==> src/rtl/csr_access_driver_pkg.sv <==
// Shared types for the CSR access driver: CSR op encoding, queued command
// record and the issue FSM states.
package csr_access_driver_pkg;

  typedef enum logic [1:0] {
    CSR_OP_READ  = 2'd0,
    CSR_OP_WRITE = 2'd1,
    CSR_OP_SET   = 2'd2,
    CSR_OP_CLEAR = 2'd3
  } csr_op_e;

  typedef struct packed {
    csr_op_e     op;
    logic [11:0] addr;
    logic [31:0] wdata;
    logic        check;
    logic [31:0] exp_rdata;
    logic [31:0] exp_mask;
    logic        exp_illegal;
  } csr_drv_cmd_t;

  localparam int unsigned CmdWidth = $bits(csr_drv_cmd_t);

  typedef enum logic [1:0] {
    ST_IDLE  = 2'd0,
    ST_ISSUE = 2'd1,
    ST_RESP  = 2'd2
  } csr_drv_state_e;

endpackage

==> src/rtl/csr_access_driver_fifo.sv <==
// Generic synchronous FIFO with wrap-bit pointers and a registered ready flag.
module csr_drv_fifo #(
  parameter int unsigned Width = 8,
  parameter int unsigned Depth = 4
) (
  input  logic             clk_i,
  input  logic             rst_ni,
  input  logic             push_i,
  input  logic [Width-1:0] data_i,
  output logic             ready_o,
  input  logic             pop_i,
  output logic [Width-1:0] data_o,
  output logic             empty_o
);

  localparam int unsigned AddrW = $clog2(Depth);

  logic [AddrW:0]   wptr_q, rptr_q, wptr_d, rptr_d;
  logic [Width-1:0] mem_q [Depth];
  logic             ready_q;
  logic             push, pop;

  assign push    = push_i & ready_q;
  assign empty_o = (wptr_q == rptr_q);
  assign pop     = pop_i & ~empty_o;
  assign ready_o = ready_q;
  assign data_o  = mem_q[rptr_q[AddrW-1:0]];

  always_comb begin
    wptr_d = wptr_q + {{AddrW{1'b0}}, push};
    rptr_d = rptr_q + {{AddrW{1'b0}}, pop};
  end

  // ready is held low through reset and tracks next-cycle fullness
  always_ff @(posedge clk_i or negedge rst_ni) begin
    if (!rst_ni) begin
      wptr_q  <= '0;
      rptr_q  <= '0;
      ready_q <= 1'b0;
    end else begin
      wptr_q  <= wptr_d;
      rptr_q  <= rptr_d;
      ready_q <= !((wptr_d[AddrW] != rptr_d[AddrW]) &&
                   (wptr_d[AddrW-1:0] == rptr_d[AddrW-1:0]));
    end
  end

  always_ff @(posedge clk_i) begin
    if (push) mem_q[wptr_q[AddrW-1:0]] <= data_i;
  end

endmodule

==> src/rtl/csr_access_driver.sv <==
// CSR access initiator: queues commands, issues each as a one-cycle access,
// checks the response and keeps saturating statistics.
module csr_access_driver #(
  parameter int unsigned CmdDepth = 4,
  parameter int unsigned CntWidth = 16
) (
  input  logic                clk_i,
  input  logic                rst_ni,
  input  logic                cmd_valid_i,
  output logic                cmd_ready_o,
  input  logic [1:0]          cmd_op_i,
  input  logic [11:0]         cmd_addr_i,
  input  logic [31:0]         cmd_wdata_i,
  input  logic                cmd_check_i,
  input  logic [31:0]         cmd_exp_rdata_i,
  input  logic [31:0]         cmd_exp_mask_i,
  input  logic                cmd_exp_illegal_i,
  output logic                csr_access_o,
  output logic [11:0]         csr_addr_o,
  output logic [31:0]         csr_wdata_o,
  output logic [1:0]          csr_op_o,
  output logic                csr_op_en_o,
  input  logic [31:0]         csr_rdata_i,
  input  logic                csr_illegal_i,
  output logic                resp_valid_o,
  input  logic                resp_ready_i,
  output logic [31:0]         resp_rdata_o,
  output logic                resp_illegal_o,
  output logic                resp_mismatch_o,
  output logic                fail_o,
  output logic [CntWidth-1:0] issued_cnt_o,
  output logic [CntWidth-1:0] mismatch_cnt_o,
  output logic [CntWidth-1:0] illegal_cnt_o
);

  import csr_access_driver_pkg::*;

  csr_drv_state_e      state_q, state_d;
  csr_drv_cmd_t        cmd_in, fifo_cmd, cmd_q;
  logic [CmdWidth-1:0] fifo_dout;
  logic                fifo_empty, pop, mismatch;
  logic [31:0]         resp_rdata_q;
  logic                resp_illegal_q, resp_mismatch_q, fail_q;
  logic [CntWidth-1:0] issued_q, mism_q, illeg_q;

  always_comb begin
    cmd_in             = '0;
    cmd_in.op          = csr_op_e'(cmd_op_i);
    cmd_in.addr        = cmd_addr_i;
    cmd_in.wdata       = cmd_wdata_i;
    cmd_in.check       = cmd_check_i;
    cmd_in.exp_rdata   = cmd_exp_rdata_i;
    cmd_in.exp_mask    = cmd_exp_mask_i;
    cmd_in.exp_illegal = cmd_exp_illegal_i;
  end

  csr_drv_fifo #(
    .Width(CmdWidth),
    .Depth(CmdDepth)
  ) u_fifo (
    .clk_i  (clk_i),
    .rst_ni (rst_ni),
    .push_i (cmd_valid_i),
    .data_i (cmd_in),
    .ready_o(cmd_ready_o),
    .pop_i  (pop),
    .data_o (fifo_dout),
    .empty_o(fifo_empty)
  );

  assign fifo_cmd = csr_drv_cmd_t'(fifo_dout);

  always_comb begin
    state_d = state_q;
    pop     = 1'b0;
    unique case (state_q)
      ST_IDLE: begin
        if (!fifo_empty) begin
          pop     = 1'b1;
          state_d = ST_ISSUE;
        end
      end
      ST_ISSUE: state_d = ST_RESP;
      ST_RESP:  if (resp_ready_i) state_d = ST_IDLE;
      default:  state_d = ST_IDLE;
    endcase
  end

  // The illegal-flag compare is unconditional; check only gates the data compare.
  always_comb begin
    mismatch = (cmd_q.check && (((csr_rdata_i ^ cmd_q.exp_rdata) & cmd_q.exp_mask) != '0)) ||
               (csr_illegal_i != cmd_q.exp_illegal);
  end

  always_ff @(posedge clk_i or negedge rst_ni) begin
    if (!rst_ni) begin
      state_q         <= ST_IDLE;
      cmd_q           <= '0;
      resp_rdata_q    <= '0;
      resp_illegal_q  <= 1'b0;
      resp_mismatch_q <= 1'b0;
      fail_q          <= 1'b0;
      issued_q        <= '0;
      mism_q          <= '0;
      illeg_q         <= '0;
    end else begin
      state_q <= state_d;
      if (pop) cmd_q <= fifo_cmd;
      if (state_q == ST_ISSUE) begin
        resp_rdata_q    <= csr_rdata_i;
        resp_illegal_q  <= csr_illegal_i;
        resp_mismatch_q <= mismatch;
        fail_q          <= fail_q | mismatch;
        if (issued_q != '1) issued_q <= issued_q + CntWidth'(1);
        if (mismatch && (mism_q != '1)) mism_q <= mism_q + CntWidth'(1);
        if (csr_illegal_i && (illeg_q != '1)) illeg_q <= illeg_q + CntWidth'(1);
      end
    end
  end

  assign csr_access_o    = (state_q == ST_ISSUE);
  assign csr_op_en_o     = (state_q == ST_ISSUE);
  assign csr_addr_o      = cmd_q.addr;
  assign csr_wdata_o     = cmd_q.wdata;
  assign csr_op_o        = cmd_q.op;
  assign resp_valid_o    = (state_q == ST_RESP);
  assign resp_rdata_o    = resp_rdata_q;
  assign resp_illegal_o  = resp_illegal_q;
  assign resp_mismatch_o = resp_mismatch_q;
  assign fail_o          = fail_q;
  assign issued_cnt_o    = issued_q;
  assign mismatch_cnt_o  = mism_q;
  assign illegal_cnt_o   = illeg_q;

endmodule
==> config.mk <==
export PLATFORM = sky130hd
export DESIGN_NAME = csr_access_driver
export DESIGN_NICKNAME = d
export VERILOG_FILES = /design/src/rtl/csr_access_driver_pkg.sv /design/src/rtl/csr_access_driver_fifo.sv /design/src/rtl/csr_access_driver.sv
export SDC_FILE = /design/constraint.sdc
export NUM_CORES = 1
export LEC_CHECK = 0
export BUFFER_PORTS_ARGS = -buffer_cell sky130_fd_sc_hd__buf_4
export CORE_MARGIN = 3
export CORE_UTILIZATION = 60
export CTS_BUF_LIST = sky130_fd_sc_hd__clkbuf_8
export DETAILED_ROUTE_END_ITERATION = 10
export PLACE_DENSITY = 0.84
export SLEW_MARGIN = 10
export SYNTH_ARGS = -nofsm -noshare
export SYNTH_HDL_FRONTEND = slang
export SYNTH_SLANG_ARGS = --single-unit
==> constraint.sdc <==
create_clock -name clk_i -period 11.35 [get_ports clk_i]
set_input_delay 0.5675 -clock clk_i [delete_from_list [all_inputs] [get_ports clk_i]]
set_output_delay 0.5675 -clock clk_i [all_outputs]
set_load 0.01 [all_outputs]
==> flow_summary.json <==
{
  "comb_power_share": 0.298,
  "hold_violations": 0,
  "dr_wl_met2_mm": 24.7,
  "max-vdd-ir-drop_mv": 0.223,
  "rows": 74,
  "cp-end-kind": "register",
  "grt_first_pass_wirelength_mm": 78.3,
  "p_sw_frac": 0.306,
  "setup_viol": 0,
  "syn-num-nets": 1459,
  "hold-path-endpoint": "state_q[1]",
  "die_h_um": 210,
  "synth_area_leaders": "edfxtp_1 54%, dfrtp_1 20%, mux4_2 10%, mux2_1 2.7%, mux2_2 2.6%",
  "max_slew_margin": 0.214,
  "clock_sinks": 652,
  "syn_area_per_cell_sq_um": 19.2,
  "ys_seq_area_frac": 0.742,
  "netlist_instances": 1303,
  "grt_max_degree": 75,
  "cts_made_buffers": 101,
  "clkLatencyLatePin_ns": 0.66,
  "power_leakage_uw": 0.0113,
  "top_layer": "met5",
  "cap_violations": 0,
  "worstMarginPinSlew_ns": 1.18,
  "drtPass1Iterations": 5,
  "async_flop_share": 0.313,
  "period_share": 0.311,
  "ys.flop_type": "edfxtp_1",
  "ys_ff_latch": 652,
  "yosysMostFrequentCell": "edfxtp_1",
  "crit_fanout": 68,
  "r2r_end": "cmd_q[20]",
  "seqCellArea_sq_um": 18600,
  "crit_slowest_cell": "dfrtp_4",
  "critical_path_arrival_ns": 4.05,
  "switching_power_uw": 2380,
  "p_total_uw": 7790,
  "initial_core_util": 0.610,
  "drive_gt1_frac": 0.365,
  "fin_hold_ws_ns": 0.104,
  "wl_met1_mm": 20.2,
  "multi_input_area_sq_um": 5860,
  "antenna_found_initial": 12,
  "slowest_delay_ns": 1.02,
  "worstHoldPathType": "input pin to register",
  "routed-wl-met3_mm": 4.57,
  "crit_type": "register to register",
  "critPathLaunch": "u_fifo.rptr_q[1]",
  "netlist_area_sq_um": 25000,
  "slew_viol_final": 0,
  "wirelength_mm": 50.8,
  "ys_warn_count": 0,
  "yosys-top-cells-count": "448 x edfxtp_1, 204 x dfrtp_1, 120 x nand2_1",
  "fin_nets": 1766,
  "skew_ns": 0.0321,
  "ant_nets": 0,
  "rsz0062_at_grt": "false",
  "avgViaCountPerCell": 5.74,
  "grt_usage": 0.234,
  "port_buffers": 281,
  "synth_top_area_frac": 0.538,
  "cts_root_buffer": "clkbuf_8",
  "crit_chain": "xnor2_1 -> a311o_2 -> buf_4 -> buf_4 -> mux2_2",
  "synth_edf_count": 448,
  "timing.rr.start": "u_fifo.rptr_q[1]",
  "cp_common_cell": "buf_4",
  "io_pins": 282,
  "die_w_um": 210,
  "status": "completed",
  "clk_pin_slew_ns": 0.06,
  "num_vias": 12800,
  "tritoncts": "yes",
  "globalplace.congestion": 0.831,
  "holdCritStartpoint": "resp_ready_i",
  "dp_hpwl_mm": 31.2,
  "drt_iter0_drc": 1148,
  "num-fill-cells": 2463,
  "max_freq_mhz": 283,
  "holdPathStages": 2,
  "coreArea_sq_um": 41000,
  "synth_cell_types": 50,
  "power.density_nw_per_um2": 265,
  "grt_pass1_vias": 13500,
  "r2r_setup_slack_ns": 7.82,
  "grt_overflow": 0,
  "p_int_uw": 5410,
  "power_frac_clock": 0.239,
  "fin_crit_ns": 3.53,
  "crit_path_start_kind": "register",
  "cp.required_ns": 11.87,
  "clockBufferDepth": 3,
  "drc_errors": 0,
  "fin_tns_setup_ns": 0,
  "htree_levels": 3,
  "die_area_sq_um": 44200,
  "p_seq_frac": 0.463,
  "rr_worst_depth": 5,
  "synth_top_cell_by_area": "edfxtp_1",
  "routedWlPerCell_um": 22.7,
  "syn2layout_area_growth_pct": 17.4
}
-- logic make-up after synthesis --
kind of cell             after synthesis  share of synthesized area
flip-flops                           652                      0.742
adder cells (fa/ha/maj)                7                    0.00350
XOR/XNOR                              78                     0.0273
AND/OR/NAND/NOR                      202                     0.0390
multiplexers                         229                      0.154
AO/OA/AOI/OAI                         32                     0.0102
buffers and inverters                103                     0.0244
-- layer usage --
layer  track usage  vias up
li1              -     5620
met1         0.318     6554
met2         0.369      527
met3        0.0671      101
met4        0.0856       14
met5             0        -
-- state kept, by name, summed over array words and instances, names as in the netlist, 2 cells and up --
name            flops
csr_addr_o         12
csr_op_o            2
issued_cnt_o       16
mismatch_cnt_o     16
u_fifo.wptr_q       3
state_q             2
u_fifo.mem_q      448
u_fifo.rptr_q       3
illegal_cnt_o      16
cmd_q              66
resp_rdata_o       32
csr_wdata_o        32
-- worst max path at each step --
| stage | cells after the start | end |
|---|---|---|
| 6_report | 5 | cmd_q[20] |
| 5_1_grt | 5 | cmd_q[20] |
| 4_1_cts | 5 | cmd_q[20] |
| 3_5_place_dp | 5 | cmd_q[14] |
| 3_3_place_gp | 5 | cmd_q[20] |
| 2_1_floorplan | 2 | u_fifo.mem_q[2][0] |
-- cells in the final DEF, fill, tap and decap left out, types with 8 or more instances in the layout --
| master | Yosys | final |
|---|---|---|
| edfxtp_1 | 448 | 448 |
| clkinv_1 | 0 | 17 |
| mux2_2 | 57 | 57 |
| nand2_1 | 120 | 120 |
| xor2_1 | 44 | 44 |
| nand3_1 | 19 | 19 |
| dfrtp_1 | 204 | 202 |
| mux2_1 | 60 | 60 |
| clkbuf_8 | 0 | 112 |
| mux4_2 | 112 | 112 |
| nand4_1 | 18 | 18 |
| inv_1 | 7 | 52 |
| nor2_1 | 8 | 8 |
| buf_4 | 47 | 298 |
| xnor2_1 | 34 | 34 |
| a22oi_1 | 16 | 16 |
-- what timing repair did --
item,4_1_cts,5_1_grt
endpoints found under the hold margin,72,0
gates resized for setup,0,0
setup buffers,0,0
hold buffers,1,0
-- area by class of cell --
| type | instances | share of cell area |
|---|---|---|
| clock inverters | 78 | 0.0146 |
| repair buffers | 300 | 0.0770 |
| inverters | 7 | 0.000895 |
| diodes | 5 | 0.000426 |
| well taps | 532 | 0.0227 |
| flip-flops and latches | 652 | 0.632 |
| multi-input cells | 548 | 0.200 |
| clock buffers | 112 | 0.0525 |
-- through the flow --
step	std cells	utilization	worst slack, ns	instance area (sq um)
after detailed placement	2038	0.667	7.85	27400
after CTS	2229	0.716	7.82	29400
after global placement	2038	0.667	7.90	27400
after global routing	2233	0.716	7.67	29400
after floorplan	1303	-	1.80	25000
final	2234	0.716	7.82	29400
-- critical path, delay by kind of cell, from the launching register on --
kind	cells	cell delay (ns)
compound gates	1	0.19
xor+xnor	1	0.20
buf+inv	2	1.42
flops	1	1.02
mux	1	0.43
-- power groups by stage --
stage                     Clock [uW]  Combinational, uW  Sequential [uW]
final                           1860               2320             3600
after floorplan                    0               1720             3570
after CTS                       1910               2360             3600
after global routing            2020               2510             3670
after global placement             0               2280             3610
after detailed placement           0               2350             3640
Power figures use the tool's default switching activity.
